[config.mk]
export PLATFORM = sky130hd
export DESIGN_NAME = wb_trace_buffer
export DESIGN_NICKNAME = d
export VERILOG_FILES = /design/src/rtl/trace_pkg.sv /design/src/rtl/trace_ram.sv /design/src/rtl/wb_trace_buffer.sv
export SDC_FILE = /design/constraint.sdc
export NUM_CORES = 1
export LEC_CHECK = 0
export ABC_AREA = 1
export BUFFER_PORTS_ARGS = -buffer_cell sky130_fd_sc_hd__buf_4
export CAP_MARGIN = 20
export CORE_UTILIZATION = 35
export CTS_CLUSTER_DIAMETER = 150
export DETAILED_ROUTE_END_ITERATION = 16
export MAX_ROUTING_LAYER = met4
export SYNTH_ARGS = -nofsm -noshare
export SYNTH_HDL_FRONTEND = slang
export SYNTH_SLANG_ARGS = --single-unit
export TNS_END_PERCENT = 1
[constraint.sdc]
create_clock -name clk -period 15.4 [get_ports clk]
set_input_delay 2.31 -clock clk [delete_from_list [all_inputs] [get_ports clk]]
set_output_delay 2.31 -clock clk [all_outputs]
set_load 0.01 [all_outputs]
[src/rtl/trace_pkg.sv]
// Shared types and constants for the pipeline trace buffer.
// Optional feature macro: TRACE_TIMESTAMP_EN (adds a 32-bit timestamp per entry).
package trace_pkg;

  localparam int TR_DATA_W = 32;
  localparam int TS_W      = 32;

  typedef enum logic [1:0] {
    ST_IDLE    = 2'd0,
    ST_CAPTURE = 2'd1,
    ST_POST    = 2'd2,
    ST_FROZEN  = 2'd3
  } trace_state_t;

  localparam logic KIND_REG = 1'b0;
  localparam logic KIND_MEM = 1'b1;

  typedef struct packed {
    logic                 kind;
    logic [TR_DATA_W-1:0] tag;
    logic [TR_DATA_W-1:0] data;
    logic [TR_DATA_W-1:0] pc;
`ifdef TRACE_TIMESTAMP_EN
    logic [TS_W-1:0]      ts;
`endif
  } trace_entry_t;

  localparam int ENTRY_W = $bits(trace_entry_t);

endpackage

[src/rtl/trace_ram.sv]
// Simple dual-port storage for trace entries: one synchronous write port,
// one synchronous read port, read-before-write on a same-slot collision.
// Contents are deliberately not reset.
module trace_ram #(
  parameter int DEPTH = 16,
  parameter int WIDTH = 32,
  parameter int AW    = $clog2(DEPTH)
) (
  input  logic             clk,
  input  logic             we,
  input  logic [AW-1:0]    waddr,
  input  logic [WIDTH-1:0] wdata,
  input  logic             re,
  input  logic [AW-1:0]    raddr,
  output logic [WIDTH-1:0] rdata
);

  logic [WIDTH-1:0] mem [DEPTH];

  // Write and read in one process; the non-blocking write keeps the read old.
  always_ff @(posedge clk) begin
    if (we) mem[waddr] <= wdata;
    if (re) rdata <= mem[raddr];
  end

endmodule

[src/rtl/wb_trace_buffer.sv]
// Circular trace capture of WB register writebacks and MEM stores with a
// PC-match trigger and a post-trigger count that freezes the buffer.
// DATA_W must match trace_pkg::TR_DATA_W (entry fields are sized there).
// Optional feature macro: TRACE_TIMESTAMP_EN (adds rd_ts and a cycle counter).
//
// state   | meaning
// --------+------------------------------------------------------------
// IDLE    | not capturing; arm starts capture
// CAPTURE | storing events, watching for trigger PC
// POST    | trigger seen; storing `remaining` more entries
// FROZEN  | buffer held for readout; only clear/reset leave
module wb_trace_buffer
  import trace_pkg::*;
#(
  parameter int DEPTH  = 16,
  parameter int DATA_W = 32,
  parameter int DROP_W = 8,
  parameter int IDX_W  = $clog2(DEPTH)
) (
  input  logic              clk,
  input  logic              reset,
  input  logic              arm,
  input  logic              clear,
  input  logic              wb_regwrite,
  input  logic [4:0]        wb_wraddr,
  input  logic [DATA_W-1:0] wb_data,
  input  logic [DATA_W-1:0] wb_pc,
  input  logic              mem_memwrite,
  input  logic [DATA_W-1:0] mem_addr,
  input  logic [DATA_W-1:0] mem_wrdata,
  input  logic [DATA_W-1:0] mem_pc,
  input  logic              trig_en,
  input  logic [DATA_W-1:0] trig_pc,
  input  logic [IDX_W-1:0]  post_cnt,
  input  logic              rd_en,
  input  logic [IDX_W-1:0]  rd_idx,
  output logic              rd_valid,
  output logic              rd_err,
  output logic              rd_kind,
  output logic [DATA_W-1:0] rd_tag,
  output logic [DATA_W-1:0] rd_data,
  output logic [DATA_W-1:0] rd_pc,
  output logic [1:0]        state,
  output logic [IDX_W:0]    count,
  output logic              wrapped,
  output logic              triggered,
  output logic [DROP_W-1:0] dropped_cnt
`ifdef TRACE_TIMESTAMP_EN
  ,
  output logic [31:0]       rd_ts
`endif
);

  localparam logic [IDX_W:0]   DEPTH_CNT = (IDX_W+1)'(DEPTH);
  localparam logic [IDX_W-1:0] PTR_LAST  = IDX_W'(DEPTH - 1);

  trace_state_t     state_q, state_d;
  logic [IDX_W-1:0] wr_ptr;
  logic [IDX_W-1:0] remaining_q, remaining_d;
  logic             set_trig;

  logic             reg_ev, mem_ev, capturing, store, collide;
  trace_entry_t     wr_entry, rd_entry;
  logic [ENTRY_W-1:0] ram_rdata;
  logic [IDX_W-1:0] rd_slot;
  logic             rd_in_range;
  logic             rd_hit_q;

`ifdef TRACE_TIMESTAMP_EN
  logic [31:0] ts_cnt;

  // Free-running cycle counter, cleared only by reset.
  always_ff @(posedge clk) begin
    if (!reset) ts_cnt <= '0;
    else        ts_cnt <= ts_cnt + 32'd1;
  end
`endif

  // Event qualification and entry assembly; a REG event beats a MEM event.
  always_comb begin
    reg_ev    = wb_regwrite && (wb_wraddr != 5'd0);
    mem_ev    = mem_memwrite;
    capturing = (state_q == ST_CAPTURE) || (state_q == ST_POST);
    store     = capturing && !clear && (reg_ev || mem_ev);
    collide   = capturing && !clear && reg_ev && mem_ev;
    wr_entry  = '0;
    if (reg_ev) begin
      wr_entry.kind = KIND_REG;
      wr_entry.tag  = {{(DATA_W-5){1'b0}}, wb_wraddr};
      wr_entry.data = wb_data;
      wr_entry.pc   = wb_pc;
    end else begin
      wr_entry.kind = KIND_MEM;
      wr_entry.tag  = mem_addr;
      wr_entry.data = mem_wrdata;
      wr_entry.pc   = mem_pc;
    end
`ifdef TRACE_TIMESTAMP_EN
    wr_entry.ts = ts_cnt;
`endif
  end

  // Next-state logic: trigger detection and post-trigger countdown.
  always_comb begin
    state_d     = state_q;
    remaining_d = remaining_q;
    set_trig    = 1'b0;
    if (clear) begin
      state_d = ST_IDLE;
    end else begin
      case (state_q)
        ST_IDLE: begin
          if (arm) state_d = ST_CAPTURE;
        end
        ST_CAPTURE: begin
          if (store && trig_en && (wr_entry.pc == trig_pc)) begin
            set_trig    = 1'b1;
            remaining_d = post_cnt;
            state_d     = (post_cnt == '0) ? ST_FROZEN : ST_POST;
          end
        end
        ST_POST: begin
          if (store) begin
            remaining_d = remaining_q - 1'b1;
            if (remaining_q == IDX_W'(1)) state_d = ST_FROZEN;
          end
        end
        default: ;
      endcase
    end
  end

  // State, write pointer, occupancy and status flags.
  always_ff @(posedge clk) begin
    if (!reset) begin
      state_q     <= ST_IDLE;
      remaining_q <= '0;
      wr_ptr      <= '0;
      count       <= '0;
      wrapped     <= 1'b0;
      triggered   <= 1'b0;
      dropped_cnt <= '0;
    end else if (clear) begin
      state_q     <= ST_IDLE;
      remaining_q <= '0;
      wr_ptr      <= '0;
      count       <= '0;
      wrapped     <= 1'b0;
      triggered   <= 1'b0;
      dropped_cnt <= '0;
    end else begin
      state_q     <= state_d;
      remaining_q <= remaining_d;
      if (set_trig) triggered <= 1'b1;
      if (store) begin
        wr_ptr <= wr_ptr + 1'b1;
        if (count != DEPTH_CNT) count <= count + 1'b1;
        if (wr_ptr == PTR_LAST) wrapped <= 1'b1;
      end
      if (collide && (dropped_cnt != '1)) dropped_cnt <= dropped_cnt + 1'b1;
    end
  end

  assign state = state_q;

  // Logical index is relative to the oldest entry.
  always_comb begin
    rd_slot     = (wrapped ? wr_ptr : '0) + rd_idx;
    rd_in_range = ({1'b0, rd_idx} < count);
  end

  trace_ram #(
    .DEPTH (DEPTH),
    .WIDTH (ENTRY_W),
    .AW    (IDX_W)
  ) u_ram (
    .clk   (clk),
    .we    (store),
    .waddr (wr_ptr),
    .wdata (wr_entry),
    .re    (rd_en && rd_in_range),
    .raddr (rd_slot),
    .rdata (ram_rdata)
  );

  // Read status pulses; rd_hit_q gates the held fields so reset and
  // out-of-range reads present zeros instead of stale RAM contents.
  always_ff @(posedge clk) begin
    if (!reset) begin
      rd_valid <= 1'b0;
      rd_err   <= 1'b0;
      rd_hit_q <= 1'b0;
    end else begin
      rd_valid <= rd_en && rd_in_range;
      rd_err   <= rd_en && !rd_in_range;
      if (rd_en) rd_hit_q <= rd_in_range;
    end
  end

  // Present the held RAM word as entry fields.
  always_comb begin
    rd_entry = trace_entry_t'(ram_rdata);
    rd_kind  = rd_hit_q ? rd_entry.kind : 1'b0;
    rd_tag   = rd_hit_q ? rd_entry.tag  : '0;
    rd_data  = rd_hit_q ? rd_entry.data : '0;
    rd_pc    = rd_hit_q ? rd_entry.pc   : '0;
`ifdef TRACE_TIMESTAMP_EN
    rd_ts    = rd_hit_q ? rd_entry.ts   : '0;
`endif
  end

endmodule

# Word level (Yosys, flattened, before mapping)
# Memories as Yosys holds them, arrays and structs flattened. A register that Yosys moved wholly into a read port is not among the register bits.
# Index checks and enable logic that the tools add are counted.
[word_totals]
register_bits = 28
mem_bits_rw = 1552
in_bits = 213
output_inout_bits = 116
word_cells = 73
memories = 1
[op_classes]
addsub = 5
order_cmp = 1
eq_ne = 11
mux = 20
bitwise = 1
n_reduce_logical = 24
[mem_list]
columns = ["memory", "words", "word_bits", "rd", "rd_clocked_by_memory_dff", "write_ports", "line_no", "source"]
rows = [
  ["u_ram.mem", 16, 97, 1, 1, 1, "trace_ram.sv:18", "logic [WIDTH-1:0] mem [DEPTH];"],
]
[ops]
columns = ["cell", "n"]
rows = [
  ["two-way mux 97 bit", 1],
  ["two-way mux 32 bit", 3],
  ["equality test 32 bit", 1],
  ["two-way mux 4 bit", 3],
  ["logical AND 1 bit", 10],
  ["adder 8 x 1 -> 8 bit (second input constant)", 1],
  ["two-way mux 2 bit", 4],
  ["inequality test 8 bit (second input constant)", 1],
  ["case mux 4 bit (2 select lines)", 1],
  ["two-way mux 1 bit", 7],
  ["case mux 2 bit (3 select lines)", 1],
  ["adder 5 x 1 -> 5 bit (second input constant)", 1],
  ["< comparator 4 x 5 -> 1 bit", 1],
  ["inequality test 5 bit (second input constant)", 1],
  ["AND reduction 5 bit", 1],
  ["nonzero test 5 bit", 1],
  ["adder 4 x 1 -> 4 bit (second input constant)", 1],
  ["adder 4 bit", 1],
  ["equality test 4 x 1 -> 1 bit (second input constant)", 1],
  ["equality test 4 bit (second input constant)", 1],
  ["zero test 4 bit", 1],
  ["inequality test 2 x 1 -> 1 bit (second input constant)", 2],
  ["inequality test 2 bit (second input constant)", 2],
  ["AND reduction 2 bit", 2],
  ["11 further kinds", 13],
]

# Longest topological paths before layout
[depth]
depth_word = 9
mapped_depth = 18

# Hierarchy
# From an unflattened synthesis, not the netlist that was laid out.
[hier_totals]
hier_cells = 7257
area_unflattened_um2 = 73349.1
[modules_own_cells]
columns = ["module", "n_inst", "cells_per_inst", "area_each_um2", "seq_area_each_um2"]
rows = [
  ["trace_ram", 1, 6368, 68981.2, 49517.5],
  ["wb_trace_buffer", 1, 889, 4367.9, 560.5],
]

# Worst setup path after synthesis
# No wires, ideal clock.
[synth_path]
kind = "input -> register"
from = "input wb_wraddr[4]"
to = "memory u_ram.mem[15][0] (netlist bit), enable pin"
setup_time_ns = 0.556
arrival_time_ns = 7.198
required_time_ns = 14.844
path_slack_ns = 7.647
cell_stages = 6
path_buffers = 0
path_cell_list = "inv_1 -> nand3_4 -> nand2_8 -> o21ai_1 -> nand2_1 -> nor2_1"
[synth_via]
elab_chain_cells = 6
[synth_lines]
columns = ["item", "line_no", "source"]
rows = [
  ["from (decl)", "wb_trace_buffer.sv:25", "input logic [4:0] wb_wraddr,"],
  ["nonzero test 5 bit", "wb_trace_buffer.sv:81", "reg_ev = wb_regwrite && (wb_wraddr != 5'd0);"],
  ["logical AND 1 bit", "wb_trace_buffer.sv:81", ""],
  ["logical OR 1 bit", "wb_trace_buffer.sv:84", "store = capturing && !clear && (reg_ev || mem_ev);"],
  ["logical AND 1 bit", "wb_trace_buffer.sv:84", ""],
  ["two-way mux 1 bit", "trace_ram.sv:22", "if (we) mem[waddr] <= wdata;"],
  ["two-way mux 1 bit (not written as such)", "trace_ram.sv:22", ""],
  ["to (decl)", "trace_ram.sv:18", ""],
]
# No other way between the ends.

# Worst setup path in the final report
[layout_path]
from = "input rd_idx[0]"
to = "register u_ram.rdata[56] (read register of u_ram.mem), data pin"
[layout_via]
elab_chain_cells = 2
[layout_lines]
columns = ["item", "line_no", "source"]
rows = [
  ["from (decl)", "wb_trace_buffer.sv:36", "input logic [IDX_W-1:0] rd_idx,"],
  ["< comparator 4 x 5 -> 1 bit", "wb_trace_buffer.sv:169", "rd_in_range = ({1'b0, rd_idx} < count);"],
  ["logical AND 1 bit", "wb_trace_buffer.sv:181", ".re (rd_en && rd_in_range),"],
  ["to (decl)", "trace_ram.sv:15", "output logic [WIDTH-1:0] rdata"],
]
# Several ways; a longest one is shown, not always the timed one.
# A chain may end at the register's enable or synchronous reset.

==> run metrics <==
post-synthesis cell area 68,600 sq um; Final TNS setup 0 ps; beginning of the worst hold path dropped_cnt[6]; Worst Hold Class reg2reg; starting density of the core 0.352; Pre-antenna DRT Iters 13; worst vdd ir 81.8 uV; Ports 329; top cell type's share of synthesized area 0.722; Peak Freq 158 MHz; status finished, violations left; Slew headroom 0.111; largest family of logic cells by synthesized area compound AO/OA/AOI/OAI gates; largest net degree at the start of global routing 203; Slowest-stage cell, CP buf_4; row count 162; WL/cell 22.0 um; hold depth 1; ranking of synthesized cells by area edfxtp_1 (72%), mux2i_1 (5.7%), o21ai_0 (4.4%); Die Height 445 um; critical path fanouts, max 125; number of fill cells in the layout 17,900; static leakage 29.2 nW; Hold WS 504 ps; multiplexer share of the synthesized area 0.0567; Setup crit end kind flip-flop; clk buf depth 3; remaining antenna violation count after routing 0; Hold EP dropped_cnt[6]; Most common cell on crit path buf_4; core area 195,000 sq um; global-route wire length before repair 264 mm; postcts setup bufs 0; max_cap viols 0; fin crit period 6350 ps; WP buf/inv 6; Residual DRC 1; final WL 180 mm; r2r endpoint u_ram.rdata[56]; post-synthesis instance total 5,171; crit path DAT 6860 ps; async set or reset register ratio after synthesis 0; xor and xnor area share after synthesis 0.000767; GP Congestion 0.795; worst r2r src wrapped; I/O Buffers 328; Seq/Total Area, Yosys 0.731; CTS root buf clkbuf_16; CTS tree built; slowest stage delay, CP 940 ps; CP startpoint kind input port; Post-Synth Simple-Gate Area 0.0446; Synth Area in Adders 0.00376; unrepaired setup endpoints after global routing no; Sequential Area 50,100 sq um; width of the die 445 um; synth-to-layout area growth 15.4%; initial antenna violation count 6; vias post-DR 41,300; initial drt markers 3,753; Pins Over Slew Limit 0; Top delay family on crit path buffers and inverters; worst r2r path cells 12; GRT Total Usage 0.184; minimum setup slack among reg-to-reg paths 10,140 ps; GRT Residual Overflow 0; Worst-Margin Slew 1330 ps; Power Density 122 nW/um^2; number of global-route vias before repair 40,100; Hold Fails Final Rpt 0; share of layout cells above drive strength 1 0.123; post-synthesis net count 5,404; compound-cell area share of the yosys netlist 0.112; Final period util 0.412; via/cell ratio 5.04; CP required 15,910 ps; Setup violations, final 0; CP Cell Sequence buf_4 > ha_4 > inv_1 > fa_4 > inv_8 > buf_4 > buf_4 > buf_4 > o211ai_1 > a21oi_1 > a31oi_1; area of the multi-input gates 15,100 sq um; worst skew pair latency 830 ps; post-CTS sizing 0; Clock Skew 43.0 ps; kind of critical path in2reg; post-DP HPWL 98.0 mm; die area 198,000 sq um; clock sink total 1,677; EDFF count, synth 1,649; Cell variety after synth 40; Main synth FF type edfxtp_1; failing checks design-rule violations; crit path from rd_idx[0]; Yosys reg bits 1,677; nets@finish 5,671; htree depth 4; Mean Syn Cell Area 13.3 sq um; Reg clk slew, reported paths 60 ps; CTS buffer count 167; yosys warns 0; Synth area leader edfxtp_1; hold_buf cts 0
==> state kept, by name (all words and copies together), names as in the netlist, 2 cells and up <==
name	count
wr_ptr	4
state	2
remaining_q	4
u_ram.mem	1552
dropped_cnt	8
count	5
u_ram.rdata	97
==> where the power goes <==
part	switching, mW	total (mW)	internal [mW]	leakage (nW)
registers	0.0177	5.11	5.09	15.2
logic	0.434	0.616	0.182	11.5
clock network	1.72	3.90	2.18	2.54
total	2.17	9.63	7.46	29.2
==> cell usage in the layout (no fill, tap or decap), types with 27 or more instances in the layout <==
master,instances
dfxtp_1,27
inv_1,601
a31oi_1,97
clkinv_1,31
clkinv_2,29
o211ai_1,195
clkbuf_1,43
buf_4,398
mux2i_1,388
edfxtp_1,1649
clkbuf_16,167
a21oi_1,504
nand2_1,570
nand3_1,59
nor2_1,72
o21ai_0,603
==> worst reg2reg max path, cell delays in order (launching register included) <==
cell and delay, ps:
dfxtp_1 440, nand2_1 80, inv_1 90, ha_4 120
inv_1 50, fa_4 680, inv_8 470, buf_4 980
buf_4 870, buf_4 710, o211ai_1 210, a21oi_1 200
a31oi_1 60
==> layout make-up <==
type / count / share of cell area
sequential: 1677 / 0.633
multi-input combinational: 2579 / 0.191
clock buffer: 210 / 0.0549
tap: 2624 / 0.0415
timing repair buffer: 408 / 0.0400
inverter: 605 / 0.0289
clock inverter: 94 / 0.0108
antenna: 3 / 0.0000949
==> cell usage after synthesis, types with 4 or more instances <==
library cell  count
edfxtp_1       1649
o21ai_0         603
inv_1           601
nand2_1         570
a21oi_1         504
mux2i_1         388
clkbuf_1        220
o211ai_1        195
a31oi_1          97
nor2_1           89
nand3_1          59
buf_2            51
buf_1            32
dfxtp_1          28
ha_1             19
nand2_2          13
nand3b_1         10
xnor2_1           4
==> per-stage QoR <==
stage	cell area (sq um)	utilization	worst slack, ps	power, mW	instances
finish	79100	0.406	9050	9.63	8200
global route	79100	0.406	8580	9.92	8200
CTS	79000	0.406	8750	9.70	8190
detailed placement	73800	0.379	7890	5.83	7886
global placement	73800	0.379	7860	5.82	7885
floorplan	68600	-	7650	5.56	5171
==> layer usage <==
layer | GRT usage | share of wire
met1 | 0.243 | 0.44
met2 | 0.293 | 0.48
met3 | 0.0268 | 0.056
met4 | 0.0570 | 0.026
met5 | - | 0
==> cell families after synthesis <==
kind of cell | Yosys count
buf+inv | 915
fa+ha+maj | 20
flops | 1677
xor+xnor | 6
mux | 388
simple gates | 758
compound gates | 1407
==> how the worst max path moves through the flow <==
stage | cells after the start | endpoint
floorplan | 6 | u_ram.mem[15][0]
global placement | 7 | u_ram.mem[7][38]
detailed placement | 7 | u_ram.mem[7][75]
CTS | 7 | u_ram.mem[7][81]
global route | 7 | u_ram.mem[7][38]
finish | 11 | u_ram.rdata[56]
No activity file was read; power rests on OpenSTA's default activity.
